File: src/rtl/game_state_ctrl.sv
// Game-flow controller: IDLE -> MENU -> PLAY -> OVER -> MENU, with a BCD play
// timer, optional pause and optional time limit. Every output is a flop.
//
// state | meaning
// IDLE  | power-up hold, leaves after IDLE_SECS seconds
// MENU  | waiting for any fresh button press, timer shows last result
// PLAY  | game running, timer counts seconds, pause toggle allowed
// OVER  | timer frozen, freeze set, returns to MENU after OVER_SECS seconds
module game_state_ctrl #(
  parameter int unsigned TICK_DIV     = 100_000_000,
  parameter int unsigned NUM_BTN      = 3,
  parameter int unsigned IDLE_SECS    = 1,
  parameter int unsigned OVER_SECS    = 2,
  parameter int unsigned TIMER_DIGITS = 3,
  parameter int unsigned PAUSE_EN     = 1,
  parameter int unsigned PAUSE_BTN    = 0,
  parameter int unsigned TIME_LIMIT   = 0
) (
  input  logic                      clk,
  input  logic                      reset,
  input  logic [NUM_BTN-1:0]        btn,
  input  logic                      game_over_evt,
  output logic [1:0]                state,
  output logic                      state_entry,
  output logic                      start_pulse,
  output logic [4*TIMER_DIGITS-1:0] timer_bcd,
  output logic                      sec_tick,
  output logic                      paused,
  output logic                      freeze
);

  localparam int unsigned PW   = (TICK_DIV > 1) ? $clog2(TICK_DIV) : 1;
  localparam int unsigned MAXS = (IDLE_SECS > OVER_SECS) ? IDLE_SECS : OVER_SECS;
  localparam int unsigned CW   = $clog2(MAXS + 1);
  localparam int unsigned TW   = 4 * TIMER_DIGITS;

  typedef enum logic [1:0] {
    S_IDLE = 2'b00,
    S_MENU = 2'b01,
    S_PLAY = 2'b11,
    S_OVER = 2'b10
  } state_t;

  state_t             state_q, state_d;
  logic [NUM_BTN-1:0] btn_q, rise;
  logic [PW-1:0]      presc_q, presc_d;
  logic [CW-1:0]      cnt_q, cnt_d, cnt_inc;
  logic [31:0]        secs_q, secs_d;
  logic [TW-1:0]      timer_q, timer_d;
  logic               state_entry_q, state_entry_d;
  logic               start_pulse_q, start_pulse_d;
  logic               sec_tick_q, sec_tick_d;
  logic               paused_q, paused_d;
  logic               freeze_q, freeze_d;
  logic               wrap, entry;

  // Ripple-carry BCD increment that sticks at all nines.
  function automatic logic [TW-1:0] bcd_inc(input logic [TW-1:0] v);
    logic [TW-1:0] r;
    logic          carry;
    r     = v;
    carry = 1'b1;
    for (int i = 0; i < int'(TIMER_DIGITS); i++) begin
      if (carry) begin
        if (v[4*i +: 4] == 4'd9) begin
          r[4*i +: 4] = 4'd0;
        end else begin
          r[4*i +: 4] = v[4*i +: 4] + 4'd1;
          carry       = 1'b0;
        end
      end
    end
    return carry ? v : r;
  endfunction

  always_comb begin
    rise     = btn & ~btn_q;
    wrap     = ~paused_q & (presc_q == PW'(TICK_DIV - 1));
    presc_d  = paused_q ? presc_q : (wrap ? '0 : presc_q + PW'(1));
    cnt_inc  = cnt_q + CW'(1);
    state_d  = state_q;
    cnt_d    = cnt_q;
    secs_d   = secs_q;
    timer_d  = timer_q;
    paused_d = paused_q;

    case (state_q)
      S_IDLE: begin
        if (wrap) begin
          cnt_d = cnt_inc;
          if (cnt_inc == CW'(IDLE_SECS)) state_d = S_MENU;
        end
      end
      S_MENU: begin
        if (|rise) begin
          state_d  = S_PLAY;
          timer_d  = '0;
          secs_d   = '0;
          paused_d = 1'b0;
        end
      end
      S_PLAY: begin
        if (game_over_evt) begin
          state_d = S_OVER;
        end else begin
          if (wrap) begin
            timer_d = bcd_inc(timer_q);
            if (secs_q != '1) secs_d = secs_q + 32'd1;
            if (TIME_LIMIT != 0 && secs_d == TIME_LIMIT) state_d = S_OVER;
          end
          // a pause press loses to any transition out of PLAY
          if (state_d == S_PLAY && PAUSE_EN != 0 && rise[PAUSE_BTN]) paused_d = ~paused_q;
        end
      end
      S_OVER: begin
        if (wrap) begin
          cnt_d = cnt_inc;
          if (cnt_inc == CW'(OVER_SECS)) state_d = S_MENU;
        end
      end
      default: state_d = S_IDLE;
    endcase

    entry = (state_d != state_q);
    if (entry) begin
      presc_d = '0;
      cnt_d   = '0;
    end
    if (state_d != S_PLAY || PAUSE_EN == 0) paused_d = 1'b0;

    state_entry_d = entry;
    start_pulse_d = entry && (state_d == S_PLAY);
    sec_tick_d    = wrap;
    freeze_d      = (state_d == S_OVER) || paused_d;
  end

  always_ff @(posedge clk or posedge reset) begin
    if (reset) begin
      state_q       <= S_IDLE;
      btn_q         <= '0;
      presc_q       <= '0;
      cnt_q         <= '0;
      secs_q        <= '0;
      timer_q       <= '0;
      state_entry_q <= 1'b0;
      start_pulse_q <= 1'b0;
      sec_tick_q    <= 1'b0;
      paused_q      <= 1'b0;
      freeze_q      <= 1'b0;
    end else begin
      state_q       <= state_d;
      btn_q         <= btn;
      presc_q       <= presc_d;
      cnt_q         <= cnt_d;
      secs_q        <= secs_d;
      timer_q       <= timer_d;
      state_entry_q <= state_entry_d;
      start_pulse_q <= start_pulse_d;
      sec_tick_q    <= sec_tick_d;
      paused_q      <= paused_d;
      freeze_q      <= freeze_d;
    end
  end

  assign state       = state_q;
  assign state_entry = state_entry_q;
  assign start_pulse = start_pulse_q;
  assign timer_bcd   = timer_q;
  assign sec_tick    = sec_tick_q;
  assign paused      = paused_q;
  assign freeze      = freeze_q;

endmodule

File: config.mk
export PLATFORM = sky130hd
export DESIGN_NAME = game_state_ctrl
export DESIGN_NICKNAME = d
export VERILOG_FILES = /design/src/rtl/game_state_ctrl.sv
export SDC_FILE = /design/constraint.sdc
export NUM_CORES = 1
export LEC_CHECK = 0
export ABC_CLOCK_PERIOD_IN_PS = 5600
export BUFFER_PORTS_ARGS = -buffer_cell sky130_fd_sc_hd__buf_4
export CELL_PAD_IN_SITES_DETAIL_PLACEMENT = 2
export CELL_PAD_IN_SITES_GLOBAL_PLACEMENT = 2
export CORE_ASPECT_RATIO = 0.6
export CORE_MARGIN = 2
export CORE_UTILIZATION = 40
export DETAILED_ROUTE_END_ITERATION = 12
export GPL_TIMING_DRIVEN = 0
export HOLD_SLACK_MARGIN = 0.06
export PLACE_DENSITY_LB_ADDON = 0.1
export SYNTH_ARGS = -nofsm -noshare
export SYNTH_HDL_FRONTEND = slang
export SYNTH_SLANG_ARGS = --single-unit
export TNS_END_PERCENT = 10
File: constraint.sdc
create_clock -name clk -period 5.6 [get_ports clk]
set_clock_uncertainty 0.15 [all_clocks]
set_input_delay 0.56 -clock clk [delete_from_list [all_inputs] [get_ports clk]]
set_output_delay 0.56 -clock clk [all_outputs]
set_load 0.05 [all_outputs]
Yosys cells after proc, flatten, opt, wreduce, memory -nomap -nowiden. Index checks and enable logic that the tools add are counted.

Output and inout bits: 19. Input port bits: 6. Word-level logic and storage cells: 96. Register bits after elaboration: 51.

Add/sub/neg operators: 5. Bitwise operators: 4. Reduce and logical (&&, ||, !) cells: 13. Multiplexer cells: 42. Equality and inequality tests: 20.

Operators with widths (count): $mux 27 (3); $mux 12 (4); $add 27x1->27 const B (1); $eq 27x27->1 const B (1); $pmux 12 s2 (1); $mux 4 (5); $mux 1 (18); $mux 2 (9); $ne 2x2->1 const B (8); $add 4x1->4 const B (3); $eq 4x4->1 const B (3); $reduce_and 6->1 (2); $eq 2x2->1 const B (5); $pmux 2 s4 (1); $reduce_bool 2->1 (3); $reduce_and 5->1 (1); $eq 2x1->1 const B (2); $and 3x3->3 (1); $not 3->3 (1); $reduce_or 3->1 (1); $add 2x1->2 const B (1); $logic_and 1x1->1 (2); $logic_not 2->1 (1); $ne 2x2->1 (1); 6 further kinds (6).

Longest topological paths before layout. Gate-level depths: netlist of run 1.

Depth after elaboration: 17. Gate-level depth with buffers: 8. Depth with buffers taken out: 7.

Least setup slack after synthesis of run 1. Ideal clock, no wire load.

Path type: register -> register. From: register paused_q, in the netlist paused. To: register timer_q[11], in the netlist timer_bcd[11]. Cell stages (with the launch flop): 7. Path slack: 2909 ps. Data required time: 5319 ps. Arrival: 2410 ps. Setup time: 131 ps. Cells stage by stage: dfrtp_1 > clkbuf_1 > or4b_1 > nor4_4 > nand3_2 > o311a_1 > or3b_1.

Cells in the longest elaborated chain, start to end: 4.

Ends and longest elaborated chain: start: declaration (line 53) `logic paused_q, paused_d;`; start signal: assignment (line 160) `paused_q <= paused_d;`; $not 1->1 (line 78) `wrap = ~paused_q & (presc_q == PW'(TICK_DIV - 1));`; $and 1x1->1 (line 78); $ne 2x2->1 (no source line); $reduce_and 6->1 (no source line); end signal: assignment (line 156) `timer_q <= timer_d;`; end: declaration (line 49) `logic [TW-1:0] timer_q, timer_d;`.

No other way between the ends. A chain may end at the register's enable or synchronous reset.

Final worst setup path of run 1.
From: register paused_q, in the netlist paused. To: register presc_q[6].

Cells in the longest elaborated chain, start to end: 6. Elaborated cells on any way between the ends: 10. Those cells by class: 2 x eq/ne; 6 x mux; 2 x bitwise.

Ends and longest elaborated chain: $not 1->1 (line 78); $and 1x1->1 (line 78); $mux 2, on equally long branches (line 116, 89); $pmux 2 s4 (line 87) `case (state_q)`; $ne 2x2->1 (line 124) `entry = (state_d != state_q);`; $ne 2x2->1 (no source line) or $mux 27 (tied branches); end signal: assignment (line 153) `presc_q <= presc_d;`; end: declaration (line 46) `logic [PW-1:0] presc_q, presc_d;`.

Several ways; a longest one is shown, not always the timed one. The select of a mux whose other input is x is not followed.

==> results of run 1 <==
[sequential cells by signal (all words and copies together), names as in the netlist]
| register | count |
|---|---|
| state | 2 |
| btn_q | 3 |
| sec_tick | 1 |
| freeze | 1 |
| state_entry | 1 |
| paused | 1 |
| cnt_q | 2 |
| timer_bcd | 12 |
| presc_q | 27 |
| start_pulse | 1 |
[cell type report]
cell class	count	area (µm²)	share of cell area (%)
Multi-Input combinational cell	227	1470	44.2
Sequential cell	51	1280	38.3
Timing Repair Buffer	25	200	6.01
Clock buffer	8	156	4.70
Tap cell	87	109	3.27
Buffer	12	62.6	1.88
Inverter	14	52.6	1.58
[cells by family (layout without fill, tap and decap cells)]
family | count (synthesis) | after routing | synth area share [%]
AND/OR/NAND/NOR | 142 | 142 | 28.9
AO/OA/AOI/OAI | 60 | 60 | 13.7
flip-flops | 51 | 51 | 44.6
buffers and inverters | 26 | 59 | 4.02
XOR/XNOR | 16 | 16 | 4.89
adder cells (fa/ha/maj) | 9 | 9 | 3.93
[layout by cell type (no fill, tap or decap), drive strengths merged, types with 6 or more instances in the layout]
| cell type | n |
|---|---|
| inv | 14 |
| o21ai | 16 |
| a21oi | 13 |
| or4 | 11 |
| clkbuf | 19 |
| buf | 26 |
| o31ai | 15 |
| nor4 | 13 |
| nor3 | 6 |
| xnor2 | 13 |
| ha | 9 |
| nor2 | 25 |
| nand3 | 20 |
| nand2 | 20 |
| dfrtp | 51 |
| nand4 | 6 |
[worst max-delay path, delay by kind of cell (launching register included)]
| kind | cells | cell delay [ns] |
|---|---|---|
| and+or+nand+nor | 5 | 1.57 |
| buffers and inverters | 2 | 0.70 |
| DFF | 1 | 0.39 |
[synth_stat cells (all sizes together), types with 9 or more instances]
cell type | number | area [µm²]
dfrtp | 51 | 1280
nor2 | 25 | 93.8
nand2 | 20 | 75.1
nand3 | 20 | 105
o21ai | 16 | 80.1
o31ai | 15 | 113
inv | 14 | 52.6
a21oi | 13 | 65.1
nor4 | 13 | 96.3
xnor2 | 13 | 114
clkbuf | 11 | 51.3
or4 | 11 | 86.3
ha | 9 | 113
[metal layers]
| metal | part of all wire (%) | up-vias |
|---|---|---|
| met5 | 0 | - |
| met4 | 0.40 | 0 |
| met3 | 3.3 | 6 |
| met2 | 42 | 36 |
| met1 | 54 | 1338 |
| li1 | - | 1192 |
[per-stage QoR]
| stage | cell area (µm²) | total power [mW] | std cells | util [%] |
|---|---|---|---|---|
| 2_1_floorplan | 2860 | 0.496 | 304 | - |
| 3_3_place_gp | 3150 | 0.523 | 415 | 46.4 |
| 3_5_place_dp | 3170 | 0.534 | 416 | 46.7 |
| 4_1_cts | 3330 | 0.869 | 424 | 49.0 |
| 5_1_grt | 3330 | 0.902 | 424 | 49.0 |
| 6_report | 3330 | 0.862 | 424 | 49.0 |
[path summary, 6_finish.rpt]
kind                                 to  slack, ns  cells past startpoint
setup / recovery             presc_q[6]       2.65                      7
hold / removal                 cnt_q[0]       0.07                      2
setup reg to reg             presc_q[6]       2.65                      7
hold reg to reg                cnt_q[1]       0.36                      2
max in group asynchronous  timer_bcd[8]       4.70                      3
min in group clk               btn_q[0]       0.23                      1
[power breakdown]
part	leakage [nW]	total, mW	internal, mW	switching [mW]
Sequential	0.670	0.432	0.394	0.0376
Clock	0.0772	0.333	0.191	0.142
Combinational	0.643	0.0980	0.0431	0.0549
Total	1.39	0.862	0.628	0.234
==> results_tabular.tex, run 1 <==
\begin{tabular}{lr}
\hline
Metric & Value \\
\hline
\multicolumn{2}{l}{\textbf{Cells and area}} \\
Number of filler instances in the final layout & 753 \\
Synthesis-to-layout area growth & 16.3\% \\
Post-layout net count & 351 \\
Fraction of final layout cells sized beyond drive strength 1 & 14.5\% \\
Count of antenna diodes in the layout & 0 \\
\multicolumn{2}{l}{\textbf{Route}} \\
Pre-antenna DRT Iters & 8 \\
Detailed router's first-iteration violation count & 131 \\
Routed Antenna Nets & 0 \\
Detailed-route DRC error count & 2 \\
Post-DR wirelength/cell & 21.2 µm \\
Final Routed Wirelength & 8990 µm \\
Vias post-DR & 2,572 \\
Routed via count divided by cell count & 6.07 \\
\multicolumn{2}{l}{\textbf{Yosys}} \\
Synthesized area & 2860 µm² \\
Unique cell type count in the Yosys netlist & 50 \\
Fraction of the yosys area taken by sequential cells & 44.6\% \\
Net Count, Synth & 319 \\
Number of synthesized flops with an enable pin & 0 \\
Asr flop ratio synth & 100\% \\
Post-synthesis area per instance & 9.42 µm² \\
Flip-flop and latch count after synthesis & 51 \\
Main flop type after synthesis & dfrtp\_1 \\
Number of cells produced by synthesis & 304 \\
Count of yosys warnings during synthesis & 0 \\
\multicolumn{2}{l}{\textbf{GRT}} \\
Number of antenna violations at the first check in global routing & 0 \\
Gr ovfl total & 0 \\
Met1 demand-to-capacity share in global routing & 38.6\% \\
Largest net degree at the start of global routing & 39 \\
Wire length of the first global-routing pass & 15,100 µm \\
Vias in the first global route & 2,674 \\
Met3 demand-to-capacity share in global routing & 4.11\% \\
Grt met2 use & 35.5\% \\
Global route hottest layer & met1 \\
Overall fraction of global-route tracks in use & 24.4\% \\
\multicolumn{2}{l}{\textbf{Pwr}} \\
Power Dens Cells & 259 nW/µm² \\
Largest vdd supply drop & 0.157 mV \\
Leakage power of the design & 1.39 nW \\
\multicolumn{2}{l}{\textbf{Clock tree}} \\
Clock-pin transition on the worst setup and hold timing paths & 0.07 ns \\
Maximum clock insertion buffer count & 2 \\
Post\_cts resized & 0 \\
Root Driver & clkbuf\_16 \\
CTS tree & yes \\
CTS H-tree lvls & 2 \\
CTS Buf Count & 5 \\
Hold buffer count at cts & 0 \\
Number of setup buffers added after CTS & 0 \\
Source-to-sink clock delay at the later pin of the worst-skew pair & 0.29 ns \\
Count of clock tree sinks & 51 \\
\multicolumn{2}{l}{\textbf{STA}} \\
Slew Limit Fails & 0 \\
Summed negative setup slack over all endpoints & 0 ns \\
Setup repair after global routing missed its margin & no \\
Worst relative slew slack & 30.7\% \\
Share of the cycle needed by the critical path after routing & 52.7\% \\
PnR worst setup slack & 2.65 ns \\
Final hold violation count & 0 \\
Final Setup Violations & 0 \\
Hold WS & 0.0698 ns \\
Shortest clock period the worst path allows after layout & 2.95 ns \\
Fmax achieved & 339 MHz \\
Measured slew at the worst slew-check pin & 1.03 ns \\
\multicolumn{2}{l}{\textbf{Critical path}} \\
R2r startpoint & paused \\
Largest fanout on the critical path & 10 \\
Cells traversed along the worst timing path & clkbuf\_1 -> or4b\_1 -> nor4\_4 -> nand2\_1 -> nand2\_1 -> clkbuf\_1 -> nor2\_1 \\
Crit. End Element & register \\
Worst Setup Path Type & reg2reg \\
Crit path DAT & 2.96 ns \\
Worst setup path startpoint & paused \\
CP Launch Type & register \\
Slowest cell on the critical path & or4b\_1 \\
Max incr delay on CP & 0.60 ns \\
Worst endpoint required time & 5.61 ns \\
\multicolumn{2}{l}{\textbf{Die}} \\
Number of top-level design ports & 25 \\
Placeable Area & 6790 µm² \\
Die Area & 7880 µm² \\
Die Wd & 113 µm \\
Initial Utilization & 42.2\% \\
DIE HEIGHT & 69.5 µm \\
Row count & 23 \\
\multicolumn{2}{l}{\textbf{Run status}} \\
Failing checks & DRC \\
Status & complete, but fails checks \\
\multicolumn{2}{l}{\textbf{Run}} \\
Max capacitance violation total & 0 \\
\multicolumn{2}{l}{\textbf{Placement}} \\
Post-Place Setup Slack & 2.57 ns \\
Final GP Congestion & 0.826 \\
Detailed placer's ending HPWL & 6610 µm \\
IO buf count & 24 \\
\multicolumn{2}{l}{\textbf{Hold path}} \\
Path type of the worst min-delay path & in2async \\
\hline
\end{tabular}
Power figures use the tool's default switching activity.
==> inputs of run 2 (changes only) <==
--- a/config.mk
+++ b/config.mk
@@ -5,13 +5,13 @@
 export SDC_FILE = /design/constraint.sdc
 export NUM_CORES = 1
 export LEC_CHECK = 0
-export ABC_CLOCK_PERIOD_IN_PS = 5600
+export ABC_CLOCK_PERIOD_IN_PS = 3000
 export BUFFER_PORTS_ARGS = -buffer_cell sky130_fd_sc_hd__buf_4
 export CELL_PAD_IN_SITES_DETAIL_PLACEMENT = 2
 export CELL_PAD_IN_SITES_GLOBAL_PLACEMENT = 2
 export CORE_ASPECT_RATIO = 0.6
 export CORE_MARGIN = 2
-export CORE_UTILIZATION = 40
+export CORE_UTILIZATION = 37
 export DETAILED_ROUTE_END_ITERATION = 12
 export GPL_TIMING_DRIVEN = 0
 export HOLD_SLACK_MARGIN = 0.06
==> constraint.sdc (replaced) <==
create_clock -name clk -period 3 [get_ports clk]
set_clock_uncertainty 0.15 [all_clocks]
set_input_delay 0.3 -clock clk [delete_from_list [all_inputs] [get_ports clk]]
set_output_delay 0.3 -clock clk [all_outputs]
set_load 0.05 [all_outputs]
==> run 2 against run 1 <==
  * The flow now finishes without violations
  * Combinational power increased by 96%
  * Sequential share of layout area shrank 0.57 points
  * First-iteration DRC count is 15% higher
  * Via count increased by 0.23%
  * Clock power grew 68%
  * Die area grew 7.7%
==> results_tabular.tex, run 2 (synthesis gave the netlist of run 1 again) <==
\begin{tabular}{lr}
\hline
Metric & Value \\
\hline
\multicolumn{2}{l}{\textbf{Die}} \\
Die Wd & 118 µm (was 113 µm) \\
Placeable Area & 7390 µm² (was 6790 µm²) \\
Number of top-level design ports & 25 (unchanged) \\
DIE HEIGHT & 72.2 µm (was 69.5 µm) \\
Die Area & 8480 µm² (was 7880 µm²) \\
Row count & 24 (was 23) \\
Initial Utilization & 38.8\% (was 42.2\%) \\
\multicolumn{2}{l}{\textbf{STA}} \\
Final Setup Violations & 0 (unchanged) \\
Fmax achieved & 357 MHz (was 339 MHz) \\
Measured slew at the worst slew-check pin & 1.02 ns (was 1.03 ns) \\
Share of the cycle needed by the critical path after routing & 93.5\% (was 52.7\%) \\
Setup repair after global routing missed its margin & yes (was no) \\
Slew Limit Fails & 0 (unchanged) \\
Worst relative slew slack & 31.4\% (was 30.7\%) \\
Hold WS & 0.261 ns (was 0.0698 ns) \\
Final hold violation count & 0 (unchanged) \\
Shortest clock period the worst path allows after layout & 2.80 ns (was 2.95 ns) \\
\multicolumn{2}{l}{\textbf{Pwr}} \\
Clock network fraction of design power & 36.0\% (was 38.6\%) \\
Sw Pwr & 0.433 mW (was 0.234 mW) \\
Relative contribution of combinational cells to total power & 12.4\% (was 11.4\%) \\
Overall power after layout & 1.55 mW (was 0.862 mW) \\
Power Dens Cells & 460 nW/µm² (was 259 nW/µm²) \\
Share of total power in sequential cells & 51.7\% (was 50.0\%) \\
Switching part of the total power & 27.8\% (was 27.2\%) \\
Leakage power of the design & 1.40 nW (was 1.39 nW) \\
Internal & 1.12 mW (was 0.628 mW) \\
Largest vdd supply drop & 0.234 mV (was 0.157 mV) \\
\multicolumn{2}{l}{\textbf{GRT}} \\
Number of antenna violations at the first check in global routing & 0 (unchanged) \\
Overall fraction of global-route tracks in use & 23.1\% (was 24.4\%) \\
Gr ovfl total & 0 (unchanged) \\
Largest net degree at the start of global routing & 38 (was 39) \\
Vias in the first global route & 2,784 (was 2,674) \\
Wire length of the first global-routing pass & 15,400 µm (was 15,100 µm) \\
\multicolumn{2}{l}{\textbf{Route}} \\
Vias post-DR & 2,578 (was 2,572) \\
Pre-antenna DRT Iters & 4 (was 8) \\
Routed via count divided by cell count & 5.82 (was 6.07) \\
Detailed router's first-iteration violation count & 150 (was 131) \\
Routed Antenna Nets & 0 (unchanged) \\
Post-DR wirelength/cell & 20.3 µm (was 21.2 µm) \\
Final Routed Wirelength & 8970 µm (was 8990 µm) \\
Detailed-route DRC error count & 0 (was 2) \\
\multicolumn{2}{l}{\textbf{Run status}} \\
Status & finished, final reports clean (was complete, but fails checks) \\
\multicolumn{2}{l}{\textbf{Cells and area}} \\
Commonest non-fill, non-tap cell in the layout & dfrtp\_1 (unchanged) \\
Synthesis-to-layout area growth & 18.0\% (was 16.3\%) \\
Reg with most FFs & presc\_q (unchanged) \\
Number of flip-flops in the largest register & 27 (unchanged) \\
Post-layout net count & 355 (was 351) \\
Commonest cells after routing, fill and taps aside & dfrtp\_1, nor2\_1, buf\_4, nand2\_1, nand3\_1 (unchanged) \\
Fraction of final layout cells sized beyond drive strength 1 & 14.5\% (about the same) \\
Count of antenna diodes in the layout & 0 (unchanged) \\
\multicolumn{2}{l}{\textbf{Clock tree}} \\
Maximum clock insertion buffer count & 2 (unchanged) \\
CTS tree & yes (unchanged) \\
CTS Buf Count & 5 (unchanged) \\
Clock-pin transition on the worst setup and hold timing paths & 0.07 ns (about the same) \\
Count of clock tree sinks & 51 (unchanged) \\
CTS H-tree lvls & 2 (unchanged) \\
Source-to-sink clock delay at the later pin of the worst-skew pair & 0.30 ns (was 0.29 ns) \\
Root Driver & clkbuf\_16 (unchanged) \\
\multicolumn{2}{l}{\textbf{Placement}} \\
Detailed placer's ending HPWL & 6710 µm (was 6610 µm) \\
IO buf count & 24 (unchanged) \\
Final GP Congestion & 0.778 (was 0.826) \\
\multicolumn{2}{l}{\textbf{Hold path}} \\
Hold wc startpoint & game\_over\_evt \\
Path type of the worst min-delay path & in2reg (was in2async) \\
Hold Path Cell Cnt & 4 \\
\multicolumn{2}{l}{\textbf{Critical path}} \\
CP Launch Type & register (unchanged) \\
R2r startpoint & paused (unchanged) \\
Worst endpoint required time & 3.01 ns (was 5.61 ns) \\
Largest fanout on the critical path & 10 (unchanged) \\
Crit path DAT & 2.82 ns (was 2.96 ns) \\
Number of cells on the worst reg-to-reg path & 7 (unchanged) \\
Worst Setup Path Type & reg2reg (unchanged) \\
Worst setup path startpoint & paused (unchanged) \\
Crit. End Element & register (unchanged) \\
\multicolumn{2}{l}{\textbf{Run}} \\
Max capacitance violation total & 0 (unchanged) \\
\hline
\end{tabular}
run 2: cell types whose count changed in the layout (fill, tap and decap cells not counted):
cell,change
clkbuf_8,-2
clkbuf_2,+1
nor4_4,+1
nor4_1,-1
clkbuf_1,-1
dlygate4sd3_1,+4
run 2: final timing paths:
path | endpoint | slack (ns)
hold reg to reg | timer_bcd[7] | 0.36
setup / recovery | presc_q[13] | 0.20
min in group asynchronous | presc_q[21] | 0.38
hold / removal | state[0] | 0.26
max in group asynchronous | presc_q[8] | 1.80
setup reg to reg | presc_q[13] | 0.20
run 2: what timing repair did:
action | CTS | global route
endpoints found under the hold margin | 17 | 0
hold buffers | 4 | 0
setup buffers | 0 | 0
resized for setup | 1 | 3
endpoints found under the setup margin | 7 | 23
run 2: critical path, stage by stage (launching register included):
cell and delay, ns:
dfrtp_1 0.37, clkbuf_1 0.24, or4b_1 0.60, nor4_4 0.31
nand2_1 0.19, nand2_1 0.28, clkbuf_1 0.42, nor2_1 0.11
run 2: area by class of cell:
type | count | area (µm²)
multi-input combinational | 227 | 1490
sequential | 51 | 1280
clock buffer | 6 | 129
buffer | 12 | 63.8
tap | 104 | 130
timing repair buffer | 29 | 240
fill | 824 | 4010
inverter | 14 | 52.6
run 2: metal layers:
layer	vias up	share of wire (%)	global-route usage (%)	routed length, µm
met1	1344	53	34.9	4750
met4	0	0.71	4.82	64
met5	-	0	0	0
met2	40	43	34.5	3880
li1	1187	-	-	-
met3	7	3.1	4.48	282
run 2: power groups by stage:
stage / combinational [mW] / clock [mW] / sequential (mW)
after floorplan: 0.135 / 0 / 0.791
after global placement: 0.172 / 0 / 0.808
after detailed placement: 0.184 / 0 / 0.814
after CTS: 0.192 / 0.572 / 0.803
after global routing: 0.215 / 0.591 / 0.811
final: 0.192 / 0.559 / 0.803
run 2: per-stage QoR:
stage / instance area, µm² / cells / utilization [%] / setup WS [ns] / setup TNS, ns
final: 3380 / 443 / 45.7 / 0.196 / 0
after global routing: 3380 / 443 / 45.7 / -0.0911 / -0.651
after CTS: 3370 / 443 / 45.6 / 0.121 / 0
after detailed placement: 3190 / 433 / 43.2 / -0.0565 / -0.207
after global placement: 3170 / 432 / 43.0 / 0.0416 / 0
after floorplan: 2860 / 304 / - / 0.309 / 0
